==> config.mk <==
export PLATFORM = sky130hd
export DESIGN_NAME = seg_display_sched
export DESIGN_NICKNAME = d
export VERILOG_FILES = /design/src/rtl/seg_display_sched.sv
export SDC_FILE = /design/constraint.sdc
export NUM_CORES = 1
export LEC_CHECK = 0
export BUFFER_PORTS_ARGS = -buffer_cell sky130_fd_sc_hd__clkbuf_2
export CAP_MARGIN = 40
export CORE_ASPECT_RATIO = 1.2
export CORE_UTILIZATION = 45
export DETAILED_ROUTE_END_ITERATION = 6
export PLACE_DENSITY_LB_ADDON = 0.25
export SYNTH_ARGS = -nofsm -noshare
export SYNTH_HDL_FRONTEND = slang
export SYNTH_SLANG_ARGS = --single-unit
==> constraint.sdc <==
create_clock -name clk -period 4.9 [get_ports clk]
set_clock_uncertainty 0.05 [all_clocks]
set_input_delay 0.735 -clock clk [delete_from_list [all_inputs] [get_ports clk]]
set_output_delay 0.735 -clock clk [all_outputs]
set_load 0.005 [all_outputs]
==> src/rtl/seg_display_sched.sv <==
// Round-robin arbiter that grants a shared 4-digit display to one client at a time,
// converts the client's value to BCD with a serial double-dabble, and derives a leading-zero blank mask.
module seg_display_sched #(
  parameter int          NREQ = 4,
  parameter logic [31:0] HOLD = 32'd50_000_000
) (
  input  logic               clk,
  input  logic               rst_n,
  input  logic [NREQ-1:0]    req,
  input  logic [NREQ*16-1:0] num_in,
  output logic [NREQ-1:0]    grant,
  output logic [15:0]        bcd,
  output logic [3:0]         blank,
  output logic               bcd_valid,
  output logic               ovf,
  output logic               busy
);

  localparam int PW = (NREQ > 1) ? $clog2(NREQ) : 1;

  typedef enum logic [1:0] {S_IDLE, S_LOAD, S_CONV, S_HOLD} state_t;

  state_t          state, state_next;
  logic [PW-1:0]   ptr, own;
  logic [15:0]     scratch, bin;
  logic [3:0]      bit_cnt;
  logic [31:0]     hold_cnt;

  logic [2*NREQ-1:0] req_rot;
  logic [NREQ-1:0]   first;
  logic [PW-1:0]     cand    [NREQ];
  logic [PW-1:0]     idx_acc [NREQ+1];
  logic [15:0]       lane_acc[NREQ+1];
  logic [NREQ-1:0]   win_onehot;
  logic [PW-1:0]     win_idx, ptr_next;
  logic              win_found, owner_drop, hold_done, arb, release_grant;
  logic [15:0]       lane, adj, scratch_sh, bin_sh;
  logic [3:0]        blank_new;

  // Rotate requests so bit 0 is the client at ptr; the lowest set bit wins.
  assign req_rot    = {req, req} >> ptr;
  assign idx_acc[0]  = '0;
  assign lane_acc[0] = '0;

  generate
    for (genvar gi = 0; gi < NREQ; gi++) begin : g_arb
      if (gi == 0) begin : g_first0
        assign first[gi] = req_rot[0];
      end else begin : g_firstn
        assign first[gi] = req_rot[gi] & ~|req_rot[gi-1:0];
      end
      assign cand[gi]       = PW'((int'(ptr) + gi) % NREQ);
      assign idx_acc[gi+1]  = idx_acc[gi] | (first[gi] ? cand[gi] : '0);
      assign win_onehot[gi] = (win_idx == PW'(gi));
      assign lane_acc[gi+1] = lane_acc[gi] | ((own == PW'(gi)) ? num_in[16*gi +: 16] : 16'd0);
    end
  endgenerate

  assign win_idx   = idx_acc[NREQ];
  assign win_found = |req;
  assign ptr_next  = PW'((int'(win_idx) + 1) % NREQ);
  assign lane      = lane_acc[NREQ];

  generate
    for (genvar gi = 0; gi < 4; gi++) begin : g_dd
      assign adj[4*gi +: 4] = (scratch[4*gi +: 4] >= 4'd5) ? scratch[4*gi +: 4] + 4'd3
                                                            : scratch[4*gi +: 4];
    end
  endgenerate

  assign {scratch_sh, bin_sh} = {adj, bin} << 1;

  assign blank_new[3] = (scratch_sh[15:12] == 4'd0);
  assign blank_new[2] = blank_new[3] & (scratch_sh[11:8] == 4'd0);
  assign blank_new[1] = blank_new[2] & (scratch_sh[7:4] == 4'd0);
  assign blank_new[0] = 1'b0;

  assign owner_drop = ~|(req & grant);
  assign hold_done  = (hold_cnt == HOLD - 32'd1);
  assign busy       = (state == S_LOAD) || (state == S_CONV);

  always_comb begin
    state_next    = state;
    arb           = 1'b0;
    release_grant = 1'b0;
    case (state)
      S_IDLE: begin
        if (win_found) begin
          arb        = 1'b1;
          state_next = S_LOAD;
        end
      end
      S_LOAD: state_next = S_CONV;
      S_CONV: if (bit_cnt == 4'd15) state_next = S_HOLD;
      S_HOLD: begin
        // Owner drop takes priority over hold expiry.
        if (owner_drop) begin
          release_grant = 1'b1;
          state_next    = S_IDLE;
        end else if (hold_done) begin
          if (win_found) begin
            arb        = 1'b1;
            state_next = S_LOAD;
          end else begin
            release_grant = 1'b1;
            state_next    = S_IDLE;
          end
        end
      end
      default: state_next = S_IDLE;
    endcase
  end

  always_ff @(posedge clk or negedge rst_n) begin
    if (!rst_n) begin
      state     <= S_IDLE;
      grant     <= '0;
      own       <= '0;
      ptr       <= '0;
      scratch   <= '0;
      bin       <= '0;
      bit_cnt   <= '0;
      hold_cnt  <= '0;
      bcd       <= '0;
      blank     <= 4'b1111;
      bcd_valid <= 1'b0;
      ovf       <= 1'b0;
    end else begin
      state <= state_next;
      if (arb) begin
        grant <= win_onehot;
        own   <= win_idx;
        ptr   <= ptr_next;
      end else if (release_grant) begin
        grant <= '0;
      end
      case (state)
        S_LOAD: begin
          if (lane > 16'd9999) begin
            bin <= 16'd9999;
            ovf <= 1'b1;
          end else begin
            bin <= lane;
            ovf <= 1'b0;
          end
          scratch <= '0;
          bit_cnt <= '0;
        end
        S_CONV: begin
          scratch <= scratch_sh;
          bin     <= bin_sh;
          bit_cnt <= bit_cnt + 4'd1;
          if (bit_cnt == 4'd15) begin
            bcd       <= scratch_sh;
            blank     <= blank_new;
            bcd_valid <= 1'b1;
            hold_cnt  <= '0;
          end
        end
        S_HOLD:  hold_cnt <= hold_cnt + 32'd1;
        default: ;
      endcase
    end
  end

endmodule

==> metrics.txt <==
post-synthesis sequential area ratio=0.4487; drt drc=0; Crit-path slowest cell=ha_1; fmax=334.5 MHz; antenna violations before repair=0; vias=4428; CTS tree=done; clk slew on worst S/H paths=0.07 ns; Starting DRT DRC Count=220; die width=103.7 µm; Setup-failing EPs final=0; post-synthesis cell area=5588 µm²; CTS Sinks=100; first-pass GRT wire length=19.38 mm; Avg WL per Cell=13.90 µm; CP max stage delay=0.67 ns; Synth Net Count=651; Max Transition Viols Final=0; Fillers=1108; Crit path depth=7; Cell Pwr Density=470.4 nW/µm²; post-CTS setup buffer count=0; yosys synthesis warning count=0; Setup crit end kind=register; total CTS buffers=9; Initial Util=0.4614; reg2reg start=state[0]; PortBufs=96; worst reg2reg path depth=7; reg-to-reg endpoint=hold_cnt[28]; TNS Setup=0 ns; PnR worst setup slack=1.911 ns; dpl cell area=6136 µm²; Net count, final=735; Post-synth top flop=dfrtp_1; reg2reg setup slack=1.91 ns; ys async rst share=1.000; Worst VDD drop=0.3447 mV; # diodes=0; worst-case clock buffer depth=2; Post-synth EDFFs=0; crit path launch type=register; Seq cells post-synth=100; worst path cell trace=inv_1, ha_1, and4_1, o21ai_1, nor4_1, xnor2_1, nor2_1; Die Area=12870 µm²; detailed placement HPWL=8.123 mm; min Tclk post-route=2.989 ns; share of cells above drive strength 1=0.2243; Final Hold Fails=0; post-synth cell types=61; Syn Area/Cell=9.943 µm²; Critical Path AT=3.16 ns; First-pass DRT Iterations=4; antenna viol nets, final=0; core area=12110 µm²; CTS Hold Bufs=0; crit path max fanout=24; post-route cell area=6445 µm²; area of the multi-input gates=2756 µm²; largest net degree at the start of global routing=65; I/O Pins=97; actual slew at the worst max-slew pin=0.8006 ns; Tcrit/Tclk final=0.6101; LEAKAGE=2.919 nW; FF/Latch Area=2507 µm²; height of the die=124.1 µm; final wirelength=11.28 mm; Buf+Inv Stages, Crit Path=1; Skew-Pair Late Insertion Delay=0.35 ns; Final GP Congestion=0.8652; H-tree depth=3; root buffer cell=clkbuf_16; worst min path class=in -> async; Area Overhead vs Synth=15.34%; Post-Place Worst Slack=1.935 ns; std cell rows=44; crit path kind=reg -> reg; grt ovf=0; post_cts resized=0; worst rel slew slack=0.4663; post-synthesis cell count=562; max_cap viols=0; via density per instance=5.453; RSZ-0062 raised after global routing=no; status=complete, no violations; Worst EP required=5.07 ns; CP delay by family, top=simple AND/OR/NAND/NOR gates; number of global-route vias before repair=4221; GRT Total Usage=0.1867
[cells by family (layout without fill, tap and decap cells)]
group                      Yosys count  in the layout  share of synthesized area
AOI/OAI and AO/OA                  117            117                     0.1254
xor gates and xnor gates            26             26                    0.04075
adders and majority gates           19             19                    0.04254
buffers and inverters               69            158                    0.05799
DFF                                100            100                     0.4487
muxes                               34             34                     0.1066
and+or+nand+nor                    197            197                     0.1780
[routing by layer]
metal  global-route usage  vias to the layer above  wire length [µm]
li1                     -                     2170                 -
met1               0.2377                     2117              5108
met2               0.3255                      126              5490
met3              0.03558                       15               550
met4              0.05714                        0               134
met5                    0                        -                 0
[power breakdown]
part / switching (mW) / internal [mW] / leakage (nW)
logic: 0.612 / 0.502 / 1.50
registers: 0.165 / 1.02 / 1.28
clock network: 0.321 / 0.413 / 0.142
total: 1.10 / 1.93 / 2.92
[registers in the layout (all words and copies together) (netlist names)]
name       flops
hold_cnt      32
bcd           16
bin           16
scratch       16
bit_cnt        4
blank          4
grant          4
own            2
ptr            2
state          2
bcd_valid      1
ovf            1
[how the worst max path moves through the flow]
stage | start | endpoint | slack (ns)
detailed placement | state[0] | hold_cnt[28] | 1.93
floorplan | req[2] | own[0] | 2.80
global route | state[0] | hold_cnt[31] | 1.64
global placement | state[0] | hold_cnt[24] | 2.09
CTS | state[0] | hold_cnt[28] | 1.92
finish | state[0] | hold_cnt[28] | 1.91
[layout make-up]
class | instances | share of cell area
clock inverter | 6 | 0.01087
tap | 161 | 0.03126
multi-input combinational | 393 | 0.4277
clock buffer | 10 | 0.03708
sequential | 100 | 0.3890
timing repair buffer | 100 | 0.07960
inverter | 42 | 0.02446
[worst reg2reg max path, cell delays in order, from the launching register on]
cell     delay [ns]
dfrtp_1        0.45
inv_1          0.14
ha_1           0.67
and4_1         0.56
o21ai_1        0.34
nor4_1         0.42
xnor2_1        0.17
nor2_1         0.06
[cell usage after synthesis (5+ instances only)]
master | number | area (µm²)
dfrtp_1 | 96 | 2402
nand2_1 | 54 | 202.7
nor2_1 | 53 | 198.9
inv_1 | 42 | 157.7
o21ai_0 | 41 | 205.2
a21oi_1 | 26 | 130.1
o22ai_1 | 22 | 137.6
xnor2_1 | 21 | 183.9
ha_1 | 19 | 237.7
nand3_1 | 18 | 90.09
clkbuf_1 | 15 | 56.30
nand4_1 | 12 | 75.07
nor4_1 | 12 | 75.07
mux4_1 | 11 | 289.0
nor3_1 | 10 | 50.05
mux2_2 | 9 | 101.4
a31oi_1 | 7 | 43.79
mux2i_1 | 7 | 70.07
nand2b_1 | 6 | 37.54
and3_1 | 5 | 31.28
and4_1 | 5 | 43.79
xor2_1 | 5 | 43.79
[layout by cell type (no fill, tap or decap), drive strengths merged, types with 2 or more instances in the layout]
| cell type | n |
|---|---|
| a22o | 2 |
| nor2 | 54 |
| nand3 | 18 |
| nand4 | 13 |
| and4 | 5 |
| nor3 | 10 |
| nor4bb | 2 |
| nand2b | 6 |
| clkbuf | 105 |
| nor4 | 14 |
| o2111ai | 2 |
| nand2 | 55 |
| xnor2 | 21 |
| or3 | 3 |
| a31oi | 7 |
| ha | 19 |
| dfstp | 4 |
| mux2i | 7 |
| and3 | 5 |
| o21ai | 44 |
| clkinvlp | 3 |
| o22ai | 22 |
| dfrtp | 96 |
| nor2b | 2 |
| buf | 5 |
| nand4b | 2 |
| inv | 44 |
| nor3b | 4 |
| mux4 | 15 |
| and2 | 3 |
| a21oi | 27 |
| xor2 | 5 |
| mux2 | 12 |
| a21o | 4 |
[through the flow]
| stage | utilization | std cells | hold slack (ns) | total power [mW] |
|---|---|---|---|---|
| after detailed placement | 0.5066 | 796 | 0.4025 | 2.325 |
| after global placement | 0.5066 | 796 | 0.3979 | 2.284 |
| final | 0.5321 | 812 | 0.4062 | 3.032 |
| after CTS | 0.5321 | 812 | 0.4145 | 3.061 |
| after floorplan | - | 562 | 0.3894 | 2.078 |
| after global routing | 0.5321 | 812 | 0.4428 | 3.260 |
Power figures use the tool's default switching activity.
